==> config.mk <==
export PLATFORM = sky130hd
export DESIGN_NAME = mod_mem_access_unit
export DESIGN_NICKNAME = d
export VERILOG_FILES = /design/src/rtl/mem_access_pkg.sv /design/src/rtl/mod_load_align.sv /design/src/rtl/mod_mem_access_unit.sv
export SDC_FILE = /design/constraint.sdc
export NUM_CORES = 1
export LEC_CHECK = 0
export CELL_PAD_IN_SITES_DETAIL_PLACEMENT = 0
export CELL_PAD_IN_SITES_GLOBAL_PLACEMENT = 2
export CORE_UTILIZATION = 27
export DETAILED_ROUTE_END_ITERATION = 8
export GPL_TIMING_DRIVEN = 0
export MAX_ROUTING_LAYER = met4
export PLACE_DENSITY_LB_ADDON = 0.05
export SETUP_SLACK_MARGIN = 0.15
export SYNTH_ARGS = -nofsm -noshare
export SYNTH_HDL_FRONTEND = slang
export SYNTH_SLANG_ARGS = --single-unit
export TNS_END_PERCENT = 30
==> constraint.sdc <==
create_clock -name clk -period 5.1 [get_ports clk]
set_clock_uncertainty 0.2 [all_clocks]
set_input_delay 0.51 -clock clk [delete_from_list [all_inputs] [get_ports clk]]
set_output_delay 0.51 -clock clk [all_outputs]
set_load 0.01 [all_outputs]
==> src/rtl/mem_access_pkg.sv <==
// Shared encodings for the memory-stage load/store unit: access sizes, FSM states and
// the default bus timeout.
package mem_access_pkg;

    localparam logic [1:0] SizeByte = 2'b00;
    localparam logic [1:0] SizeHalf = 2'b01;
    localparam logic [1:0] SizeWord = 2'b10;

    localparam int unsigned TimeoutDefault = 255;

    typedef enum logic [1:0] {
        StIdle,
        StBusy,
        StDone
    } state_e;

    // Size 2'b11 behaves as a word access.
    function automatic logic is_misaligned(logic [1:0] size, logic [1:0] addr_lo);
        if (size == SizeByte) begin
            return 1'b0;
        end else if (size == SizeHalf) begin
            return addr_lo[0];
        end
        return addr_lo != 2'b00;
    endfunction

endpackage

==> src/rtl/mod_load_align.sv <==
// Combinational lane logic: byte enables, store-data replication and load lane
// extraction with sign/zero extension.
module mod_load_align
    import mem_access_pkg::*;
(
    input  logic [1:0]  size,
    input  logic [1:0]  addr_lo,
    input  logic        unsigned_ld,
    input  logic [31:0] store_data,
    input  logic [31:0] rdata,
    output logic [3:0]  be,
    output logic [31:0] wdata,
    output logic [31:0] load_data
);

    logic [7:0]  byte_lane;
    logic [15:0] half_lane;

    assign byte_lane = 8'(rdata >> {addr_lo, 3'b000});
    assign half_lane = addr_lo[1] ? rdata[31:16] : rdata[15:0];

    always_comb begin
        be        = 4'b1111;
        wdata     = store_data;
        load_data = rdata;
        case (size)
            SizeByte: begin
                be        = 4'b0001 << addr_lo;
                wdata     = {4{store_data[7:0]}};
                load_data = unsigned_ld ? {24'h0, byte_lane}
                                        : {{24{byte_lane[7]}}, byte_lane};
            end
            SizeHalf: begin
                // addr_lo[0] is ignored; the trap (if built) catches it upstream.
                be        = addr_lo[1] ? 4'b1100 : 4'b0011;
                wdata     = {2{store_data[15:0]}};
                load_data = unsigned_ld ? {16'h0, half_lane}
                                        : {{16{half_lane[15]}}, half_lane};
            end
            default: begin
                be        = 4'b1111;
                wdata     = store_data;
                load_data = rdata;
            end
        endcase
    end

endmodule

==> src/rtl/mod_mem_access_unit.sv <==
// Memory-stage load/store unit: single-outstanding req/ack data-bus master with load
// alignment and pipeline stall. Optional misalignment trap: MEM_MISALIGN_TRAP_EN.
module mod_mem_access_unit
    import mem_access_pkg::*;
#(
    parameter int unsigned TIMEOUT = TimeoutDefault
) (
    input  logic        clk,
    input  logic        rst_n,
    input  logic        mem_read,
    input  logic        mem_write,
    input  logic [1:0]  size,
    input  logic        unsigned_ld,
    input  logic [31:0] addr,
    input  logic [31:0] store_data,
    output logic        stall,
    output logic [31:0] ext_mem_data,
    output logic        load_valid,
    output logic        bus_err,
    output logic        bus_req,
    output logic        bus_we,
    output logic [31:0] bus_addr,
    output logic [3:0]  bus_be,
    output logic [31:0] bus_wdata,
    input  logic [31:0] bus_rdata,
    input  logic        bus_ack
`ifdef MEM_MISALIGN_TRAP_EN
    ,
    output logic        misaligned
`endif
);

    state_e      state_q, state_d;
    logic [7:0]  cnt_q;
    logic        we_q, uns_q, load_valid_q, bus_err_q;
    logic [1:0]  size_q, lo_q;
    logic [31:0] bus_addr_q, wdata_q, ext_q;
    logic [3:0]  be_q;

    logic        req_one, req_both, trap_req, timeout_hit, in_idle;
    logic [1:0]  al_size, al_lo;
    logic        al_uns;
    logic [3:0]  al_be;
    logic [31:0] al_wdata, al_load;

    assign in_idle  = state_q == StIdle;
    assign req_one  = mem_read ^ mem_write;
    assign req_both = mem_read & mem_write;

`ifdef MEM_MISALIGN_TRAP_EN
    logic mis_q;
    assign trap_req   = req_one & is_misaligned(size, addr[1:0]);
    assign misaligned = mis_q;
`else
    assign trap_req = 1'b0;
`endif

    // Fires on the TIMEOUT-th BUSY cycle without an ack.
    assign timeout_hit = (32'(cnt_q) + 32'd1) >= TIMEOUT;

    // Live request while launching; the captured request while waiting for data.
    assign al_size = in_idle ? size        : size_q;
    assign al_lo   = in_idle ? addr[1:0]   : lo_q;
    assign al_uns  = in_idle ? unsigned_ld : uns_q;

    mod_load_align u_load_align (
        .size        (al_size),
        .addr_lo     (al_lo),
        .unsigned_ld (al_uns),
        .store_data  (store_data),
        .rdata       (bus_rdata),
        .be          (al_be),
        .wdata       (al_wdata),
        .load_data   (al_load)
    );

    always_comb begin
        state_d = state_q;
        unique case (state_q)
            StIdle: begin
                if (req_both || trap_req) begin
                    state_d = StDone;
                end else if (req_one) begin
                    state_d = StBusy;
                end
            end
            StBusy: begin
                if (bus_ack || timeout_hit) begin
                    state_d = StDone;
                end
            end
            default: state_d = StIdle;
        endcase
    end

    always_ff @(posedge clk) begin
        if (!rst_n) begin
            state_q <= StIdle;
        end else begin
            state_q <= state_d;
        end
    end

    always_ff @(posedge clk) begin
        if (!rst_n) begin
            cnt_q        <= '0;
            we_q         <= 1'b0;
            uns_q        <= 1'b0;
            size_q       <= '0;
            lo_q         <= '0;
            bus_addr_q   <= '0;
            be_q         <= '0;
            wdata_q      <= '0;
            ext_q        <= '0;
            load_valid_q <= 1'b0;
            bus_err_q    <= 1'b0;
`ifdef MEM_MISALIGN_TRAP_EN
            mis_q        <= 1'b0;
`endif
        end else begin
            load_valid_q <= 1'b0;
            bus_err_q    <= 1'b0;
`ifdef MEM_MISALIGN_TRAP_EN
            mis_q        <= 1'b0;
`endif
            unique case (state_q)
                StIdle: begin
                    if (req_both) begin
                        bus_err_q <= 1'b1;
                    end
`ifdef MEM_MISALIGN_TRAP_EN
                    if (!req_both && trap_req) begin
                        mis_q <= 1'b1;
                    end
`endif
                    if (state_d == StBusy) begin
                        cnt_q      <= '0;
                        we_q       <= mem_write;
                        uns_q      <= unsigned_ld;
                        size_q     <= size;
                        lo_q       <= addr[1:0];
                        bus_addr_q <= {addr[31:2], 2'b00};
                        be_q       <= al_be;
                        wdata_q    <= al_wdata;
                    end
                end
                StBusy: begin
                    if (cnt_q != 8'hff) begin
                        cnt_q <= cnt_q + 8'd1;
                    end
                    // An ack on the last allowed cycle still wins over the timeout.
                    if (bus_ack) begin
                        if (!we_q) begin
                            ext_q        <= al_load;
                            load_valid_q <= 1'b1;
                        end
                    end else if (timeout_hit) begin
                        ext_q     <= '0;
                        bus_err_q <= 1'b1;
                    end
                end
                default: ;
            endcase
        end
    end

    assign stall        = (in_idle & (mem_read | mem_write)) | (state_q == StBusy);
    assign bus_req      = state_q == StBusy;
    assign bus_we       = we_q;
    assign bus_addr     = bus_addr_q;
    assign bus_be       = be_q;
    assign bus_wdata    = wdata_q;
    assign ext_mem_data = ext_q;
    assign load_valid   = load_valid_q;
    assign bus_err      = bus_err_q;

endmodule
==> results of run 1 <==
==> final timing paths <==
check	slack [ns]	to
worst max-delay path	2.37	ext_mem_data[22]$_SDFFE_PN0P_
worst min-delay path	0.26	bus_addr[11]$_SDFFE_PN0P_
worst max register to register	2.37	ext_mem_data[13]$_SDFFE_PN0P_
worst min register to register	0.26	bus_addr[11]$_SDFFE_PN0P_
==> metrics by stage <==
step	worst slack [ns]	area (um2)	instances	hold WS (ns)
5_1_grt	2.17	8450	1114	0.281
3_3_place_gp	2.02	7780	1081	0.249
4_1_cts	2.36	8450	1113	0.267
3_5_place_dp	1.98	7780	1081	0.249
2_1_floorplan	2.75	5390	610	0.243
6_report	2.37	8450	1114	0.261
==> cells by family (layout without fill, tap and decap cells) <==
group                    count (synthesis)  in the layout  synth area share [%]
AND/OR/NAND/NOR                        209            209                  17.1
AO/OA/AOI/OAI                          206            206                  30.9
flip-flops                             116            116                  43.1
buffers and inverters                   58            296                  5.02
multiplexers                            13             13                  2.53
adder cells (fa/ha/maj)                  4              4                 0.930
XOR/XNOR                                 2              2                 0.325
other                                    1              3                0.0697
==> per-layer routing <==
metal  vias up  GRT usage [%]
li1       2656              -
met1      2633           24.4
met2       155           31.2
met3        20           6.17
met4         0           5.88
met5         -              -
==> placed cells by master (no fill, tap or decap), types with 7 or more instances in the layout <==
cell type        Yosys  layout
nor2_1              14      14
o221a_1              7       7
a21boi_0            49      49
nand3_1             21      21
dfxtp_1            116     116
inv_1                8       8
nand2_1            139     139
buf_2               21      21
clkbuf_16            0      17
o2bb2ai_2           10      10
a21oi_1             23      23
o211a_1             15      15
clkbuf_1            22      22
o2bb2ai_1           14      14
a221o_1              7       7
o21ai_0             37      37
clkdlybuf4s50_1      0     206
a222oi_1            14      14
a22o_1               7       7
mux2i_1             10      10
==> synth_stat cells, types with 2 or more instances <==
master | instances | area share (%)
a221o_1 | 7 | 1.3
ha_1 | 4 | 0.93
nor2b_1 | 5 | 0.58
nor2_1 | 14 | 0.98
o2bb2ai_1 | 14 | 2.3
o211a_1 | 15 | 2.8
buf_2 | 21 | 2.0
inv_1 | 8 | 0.56
o221a_1 | 7 | 1.5
nand3_1 | 21 | 2.0
mux2_2 | 2 | 0.42
a21oi_1 | 23 | 2.1
a21boi_0 | 49 | 6.8
o21ai_2 | 2 | 0.33
dfxtp_1 | 116 | 43
mux2i_1 | 10 | 1.9
nand2b_1 | 5 | 0.58
and2_1 | 6 | 0.70
o21ai_1 | 3 | 0.28
clkbuf_1 | 22 | 1.5
a222oi_1 | 14 | 2.6
o2bb2ai_2 | 10 | 2.8
a22o_1 | 7 | 1.1
o21ai_0 | 37 | 3.4
a31oi_1 | 5 | 0.58
nor3b_1 | 2 | 0.28
nor3_1 | 3 | 0.28
and3_1 | 2 | 0.23
buf_4 | 3 | 0.42
buf_6 | 2 | 0.42
nand2_1 | 139 | 9.7
==> final cells by class <==
| type | instances | area share (%) |
|---|---|---|
| Sequential cell | 116 | 27.5 |
| Multi-Input combinational cell | 436 | 33.1 |
| Timing Repair Buffer | 206 | 24.4 |
| Tap cell | 265 | 3.92 |
| Clock inverter | 12 | 2.37 |
| Inverter | 9 | 0.400 |
| Antenna cell | 1 | 0.0296 |
| Buffer | 49 | 2.80 |
| Clock buffer | 20 | 5.52 |
==> critical path, stage by stage <==
cell	delay [ns]
clkdlybuf4s50_1	0.67
nor2b_1	0.22
nand3_1	0.33
inv_1	0.37
clkbuf_1	0.38
o21ai_0	0.23
o2bb2ai_2	0.15
==> sequential cells by signal, summed over array words and instances, names as in the netlist <==
register	cells
bus_addr	30
bus_be	4
bus_err	1
bus_wdata	32
bus_we	1
cnt_q	8
ext_mem_data	32
lo_q	2
load_valid	1
size_q	2
state_q	2
uns_q	1
==> power groups by stage <==
stage	sequential (mW)	combinational [mW]	clock, mW
after CTS	1.02	0.680	1.38
after floorplan	1.06	0.309	0
after global placement	1.04	0.672	0
after global routing	1.03	0.733	1.42
after detailed placement	1.04	0.677	0
final	1.02	0.673	1.35
==> results.yml, run 1 <==
final_layout:
  multi_input_area_um2: 2800
  nets: 943
  nFillCells: 1952
  finish.utilization_pct: 43.3
  area_growth_pct: 57.0
  register_area_um2: 2320
  drive_gt1_share_pct: 9.91
route:
  dr.first_iter.drc_count: 337
  wl_met2_um: 9290
  via_count: 5464
  ant_nets: 0
  drc: 0
  wirelength_met1_um: 8830
  wire_per_inst_um: 17.7
  dr_wl_met3_um: 1250
  top_layer_used: "met4"
  dr.pass1.iters: 5
  wirelength_um: 19700
  via_per_inst: 4.90
floorplan:
  die_area_um2: 20500
  row_count: 51
  initial_core_util_pct: 27.6
  ios: 209
  core_um2: 19500
  die_x_um: 143
  die_h_um: 143
sta:
  setup_tns_ns: 0
  slew_viol_final: 0
  worstMarginPinSlew_ns: 0.890
  max_slew_margin_pct: 40.4
  rsz0062_at_grt: "false"
  min_period_ns: 2.73
  hold_viol_final: 0
  max_freq_mhz: 367
  setup_viol: 0
  period_share_pct: 53.5
grt:
  grt_remaining_overflow: 0
  grt_pass1_vias: 5357
  grt_usage_pct: 19.9
  grt_start_max_net_pins: 17
  grt_pass1_wl_um: 29700
  antenna_found_initial: 1
logic_synthesis:
  synth_cells: 609
  yosysSeqAreaShare_pct: 43.1
  synth_edf_count: 0
  yosys_warnings: 0
  syn_avg_cell_area_um2: 8.84
  yosys.cell_types.count: 62
  syn_area_um2: 5380
  async_flop_share_pct: 0
  synth_top_flop_cell: "dfxtp_1"
  synth-seq-cells: 116
worst_setup_path:
  r2r-start: "cnt_q[0]$_SDFFE_PN0P_"
  cp.required_ns: 5.24
  critPathLaunchType: "primary input"
  crit_fanout: 10
  critPathKind: "in -> reg"
  worstSetupEndpointType: "flip-flop"
  cp.arrival_ns: 2.87
  crit_start: "bus_ack"
  reg2reg_depth: 8
clock_network:
  clockBufferDepth: 2
  post_cts_buffers: 0
  clk_latency_ns: 0.41
  path_clk_slew_ns: 0.06
  cts.sinks: 116
  cts_tree: "done"
  cts.htree.levels: 4
  cts_resized: 0
  cts_made_buffers: 17
  root_buffer: "clkbuf_16"
  ctsHoldBuffers: 0
placement:
  finalWeightedCongestion: 0.858
  port_buffers: 206
  dp_hpwl_um: 14900
run_status:
  status: "complete, no violations"
power:
  pwr-share-comb_pct: 22.1
  sequentialPowerShare_pct: 33.5
  pwr-share-clk_pct: 44.4
  power_mw: 3.04
  power.internal_mw: 2.21
  p_per_area_nw_per_um2: 360
  switchingPower_mw: 0.835
  ir_worst_vdd_mv: 0.207
  netSwitchingFraction_pct: 27.5
  leakagePower_nw: 3.26
min_path:
  min_from: "bus_addr[11]$_SDFFE_PN0P_"
  holdPathStages: 2
  hold_class: "reg -> reg"
run:
  drv_cap: 0
No activity file was read; power rests on OpenSTA's default activity.
==> run 2, diff against run 1 <==
CORE_UTILIZATION = 25   (was 27)
clock period = 2.6 ns   (was 5.1 ns; I/O delays follow)
==> run 2 against run 1 <==
Compared with the run above:
- non-clock buffer count increased by 4
- cell area rose by 0.76%
- global-route usage is 0.98 points lower
- total power increased by 89%
- critical path depth rose by 1
- sequential power grew 96%
- register-to-register slack got worse by 2.2 ns
- clock power increased by 76%
- die area increased by 7.9%
- sequential cell count did not move
- hold slack got worse by 0.075 ns
- setup slack worse by 2.2 ns
- critical endpoint is now ext_mem_data[0]$_SDFFE_PN0P_
- largest cell class unchanged
==> results.yml, run 2 (synthesis gave the netlist of run 1 again) <==
power:
  p_per_area_nw_per_um2: 675
  leakagePower_nw: 3.27
  ir_worst_vdd_mv: 0.397
  power_mw: 5.74
worst_setup_path:
  cp.required_ns: 2.75
  cp.buffers_inverters: 2
  critPathLaunchType: "flip-flop"
  critPathKind: "reg -> reg"
  critPathMaxStageDelay_ns: 0.50
  crit_fanout: 10
  crit_family: "simple AND/OR/NAND/NOR gates"
  worstSetupEndpointType: "flip-flop"
  cp.arrival_ns: 2.60
  worstPathCellList: "buf_2 > or4b_1 > o21ai_2 > a21o_1 > buf_2 > nand3_1 > nand3_1 > o221a_1"
  cp_slowest_cell: "or4b_1"
placement:
  finalWeightedCongestion: 0.811
  port_buffers: 206
  dp_hpwl_um: 15300
sta:
  hold_viol_final: 0
  period_share_pct: 94.2
  max_freq_mhz: 408
  slew_viol_final: 0
  min_period_ns: 2.45
  rsz0062_at_grt: "true"
  setup_tns_ns: 0
  max_slew_margin_pct: 51.6
  worstMarginPinSlew_ns: 0.726
  setup_viol: 0
floorplan:
  die_x_um: 149
  die_area_um2: 22100
  core_um2: 21100
  row_count: 53
  ios: 209
  initial_core_util_pct: 25.5
  die_h_um: 149
route:
  top_layer_used: "met4"
  wirelength_um: 20300
  via_count: 5465
  ant_nets: 0
  dr.pass1.iters: 6
  via_per_inst: 4.85
  wirelength_met1_um: 9180
  drc: 0
  dr_wl_met3_um: 1240
  dr.first_iter.drc_count: 262
  wl_met2_um: 9530
  wire_per_inst_um: 18.0
grt:
  grt_start_max_net_pins: 17
  antenna_found_initial: 0
  grt_usage_pct: 18.9
  grt_pass1_vias: 5448
  grt_pass1_wl_um: 30600
  grt_remaining_overflow: 0
final_layout:
  drive_gt1_share_pct: 12.2
  multi_input_area_um2: 2860
  diodes: 0
  final_common_cell: "clkdlybuf4s50_1"
  final_cell_mix: "clkdlybuf4s50_1 (206), nand2_1 (139), dfxtp_1 (114)"
  register_area_um2: 2330
  nets: 947
  nFillCells: 2129
  area_growth_pct: 58.1
clock_network:
  cts_made_buffers: 17
  cts.htree.levels: 4
  path_clk_slew_ns: 0.06
  clk_latency_ns: 0.42
  cts.sinks: 116
  clockBufferDepth: 2
  cts_tree: "done"
  root_buffer: "clkbuf_16"
run:
  drv_cap: 0
run_status:
  status: "complete, no violations"
min_path:
  hold_class: "in -> reg"
==> run 2: area by class of cell <==
type,instances,area share [%]
Inverter,9,0.397
Tap cell,275,4.04
Timing Repair Buffer,210,24.6
Clock inverter,14,1.82
Sequential cell,116,27.3
Clock buffer,18,5.16
Multi-Input combinational cell,436,33.6
Buffer,49,3.07
==> run 2: metrics by stage <==
step	utilization [%]	setup WS (ns)	cells	instance area (um2)	hold WS, ns
6_report	40.4	0.152	1127	8510	0.185
3_5_place_dp	37.0	-0.268	1091	7790	0.251
2_1_floorplan	-	0.249	610	5390	0.205
4_1_cts	40.2	0.0650	1127	8480	0.172
3_3_place_gp	37.0	-0.236	1091	7790	0.251
5_1_grt	40.4	0.0584	1127	8510	0.182
==> run 2: worst register-to-register path, stage by stage (launching register included) <==
cell and delay, ns:
dfxtp_1 0.33, buf_2 0.18, or4b_1 0.50, o21ai_2 0.13, a21o_1 0.34, buf_2 0.31, nand3_1 0.11, nand3_1 0.11
o221a_1 0.18
==> run 2: layer usage <==
layer	global-route usage [%]	vias up
li1	-	2675
met1	23.4	2607
met2	29.3	163
met3	5.38	20
met4	6.94	0
met5	-	-
==> run 2: timing repair <==
action	in CTS	in global routing
setup endpoints to repair	59	105
resized for setup	18	14
hold buffers	0	0
setup buffers	4	0
pin swaps	2	0
hold endpoints to repair	0	0
==> run 2: path summary, 6_finish.rpt <==
check / startpoint / endpoint / slack (ns) / cells after the start
min reg2reg: ext_mem_data[7]$_SDFFE_PN0P_ / ext_mem_data[7]$_SDFFE_PN0P_ / 0.26 / 1
max: state_q[0]$_SDFF_PN0_ / ext_mem_data[0]$_SDFFE_PN0P_ / 0.15 / 8
min: addr[11] / bus_addr[11]$_SDFFE_PN0P_ / 0.19 / 3
max reg2reg: state_q[0]$_SDFF_PN0_ / ext_mem_data[0]$_SDFFE_PN0P_ / 0.15 / 8
==> run 2: report_power, final <==
part | total (mW) | switching [mW] | leakage [nW] | internal [mW]
Combinational | 1.36 | 0.701 | 2.04 | 0.660
Clock | 2.38 | 0.933 | 0.287 | 1.45
Sequential | 2.00 | 0.0870 | 0.949 | 1.92
Total | 5.74 | 1.72 | 3.27 | 4.02
==> run 3, diff against run 2 <==
CORE_MARGIN = 2   (was default)
==> run 3 against run 2 <==
Compared with the run above:
- cell area up 0.79%
- first-iteration DRC count up 1.1%
- sequential share of layout area is 0.22 points lower
- combinational power is essentially flat
- setup slack better by 0.057 ns
- global-route usage shrank 0.44 points
- final cell count increased by 0.27%
- register-to-register slack improved by 0.06 ns
- hold slack gained 0.016 ns
- maximum frequency rose by 2.4%
- count of clock-buffer cells in the layout up 3
- critical path type unchanged
- critical endpoint is now ext_mem_data[14]$_SDFFE_PN0P_
- largest power group unchanged
- highest routed layer unchanged
==> results.yml, run 3 (synthesis gave the netlist of run 1 again) <==
sta:
  worstMarginPinSlew_ns: 0.656
  setup_tns_ns: 0
  period_share_pct: 92.0
  slew_viol_final: 0
  max_slew_margin_pct: 56.3
  setup_viol: 0
  hold_viol_final: 0
  rsz0062_at_grt: "true"
  holdWs_ns: 0.201
  min_period_ns: 2.39
  max_freq_mhz: 418
grt:
  met3_usage_pct: 5.82
  grt_start_max_net_pins: 17
  top_usage_layer: "met2"
  grt_pass1_vias: 5527
  antenna_found_initial: 1
  grt_remaining_overflow: 0
  grt_usage_pct: 18.5
  use_met2_pct: 29.0
  use_met1_pct: 23.3
  grt_pass1_wl_um: 31100
worst_setup_path:
  cp.required_ns: 2.70
  crit_fanout: 10
  cp.arrival_ns: 2.50
  critPathLaunchType: "flip-flop"
  critPathKind: "reg -> reg"
  critPathMaxStageDelay_ns: 0.45
  worstSetupEndpointType: "flip-flop"
  worstPathCellList: "nor2_4 > buf_12 > mux2_2 > a21o_1 > buf_2 > a22o_1 > a221o_1"
  cp_slowest_cell: "mux2_2"
floorplan:
  row_count: 53
  initial_core_util_pct: 25.5
  die_h_um: 151
  ios: 209
  die_area_um2: 22700
  core_um2: 21100
  die_x_um: 151
power:
  switchingPower_mw: 1.70
  pwr-share-comb_pct: 24.3
  p_per_area_nw_per_um2: 665
  netSwitchingFraction_pct: 29.7
  sequentialPowerShare_pct: 35.1
  pwr-share-clk_pct: 40.5
  ir_worst_vdd_mv: 0.369
  power.internal_mw: 4.01
  leakagePower_nw: 3.29
route:
  wire_per_inst_um: 18.1
  wirelength_um: 20400
  dr.pass1.iters: 5
  drc: 0
  ant_nets: 0
  via_count: 5390
  dr.first_iter.drc_count: 265
  via_per_inst: 4.77
clock_network:
  clk_latency_ns: 0.41
  root_buffer: "clkbuf_16"
  cts_tree: "done"
  cts_made_buffers: 17
  path_clk_slew_ns: 0.06
  cts.sinks: 116
  cts.htree.levels: 4
  clockBufferDepth: 2
final_layout:
  drive_gt1_share_pct: 12.8
  stdcell_area_um2: 8580
  final_common_cell: "clkdlybuf4s50_1"
  area_growth_pct: 59.4
  final_cell_mix: "clkdlybuf4s50_1 (206), nand2_1 (139), dfxtp_1 (114)"
  nets: 949
placement:
  finalWeightedCongestion: 0.840
  port_buffers: 206
  dp_hpwl_um: 15400
  dpl_cell_area_um2: 7790
min_path:
  hold_class: "in -> reg"
run:
  drv_cap: 0
run_status:
  status: "complete, no violations"
-- run 3: repair_timing --
item                                    in CTS  in global routing
gates resized for setup                     16                 28
pin swaps                                    2                  2
setup buffers                                5                  1
hold buffers                                 0                  0
endpoints found under the setup margin      53                105
-- run 3: path summary, 6_finish.rpt --
kind,startpoint,to,slack (ns),cells past startpoint
min,addr[6],bus_addr[6]$_SDFFE_PN0P_,0.20,3
min reg2reg,bus_wdata[2]$_SDFFE_PN0P_,bus_wdata[2]$_SDFFE_PN0P_,0.27,2
max reg2reg,state_q[1]$_SDFF_PN0_,ext_mem_data[14]$_SDFFE_PN0P_,0.21,7
max,state_q[1]$_SDFF_PN0_,ext_mem_data[14]$_SDFFE_PN0P_,0.21,7
-- run 3: final cells by class --
| cell class | instances | area, um2 |
|---|---|---|
| well taps | 275 | 344 |
| multi-input cells | 436 | 2910 |
| fillers | 2129 | 12500 |
| diodes | 1 | 2.50 |
| repair buffers | 212 | 2120 |
| clock buffers | 21 | 480 |
| plain buffers | 49 | 268 |
| flip-flops and latches | 116 | 2330 |
| clock inverters | 11 | 101 |
| inverters | 9 | 33.8 |
-- run 3: critical path: cells and delay by family, from the launching register on --
kind	cells	cell delay, ns
AO/OA/AOI/OAI	3	0.77
buffers and inverters	2	0.38
flip-flops	1	0.34
multiplexers	1	0.45
AND/OR/NAND/NOR	1	0.13
-- run 3: power by group through the flow --
stage	sequential (mW)	combinational [mW]	clock (mW)
final	2.01	1.39	2.32
after floorplan	2.08	0.606	0
after global placement	2.04	1.33	0
after CTS	2.01	1.36	2.36
after detailed placement	2.04	1.33	0
after global routing	2.02	1.51	2.46
-- run 3: metrics by stage --
step | power [mW] | worst slack (ns) | utilization [%] | std cells
floorplan | 2.69 | 0.249 | - | 610
global placement | 3.36 | -0.273 | 37.0 | 1091
finish | 5.71 | 0.208 | 40.7 | 1130
global route | 6.00 | 0.131 | 40.7 | 1130
detailed placement | 3.37 | -0.290 | 37.0 | 1091
CTS | 5.73 | 0.0734 | 40.2 | 1128
-- run 3: layer usage --
metal | vias to the layer above | part of all wire, %
met4 | 0 | 0.76
met3 | 10 | 6.8
met5 | - | 0
met1 | 2555 | 46
li1 | 2672 | -
met2 | 153 | 47
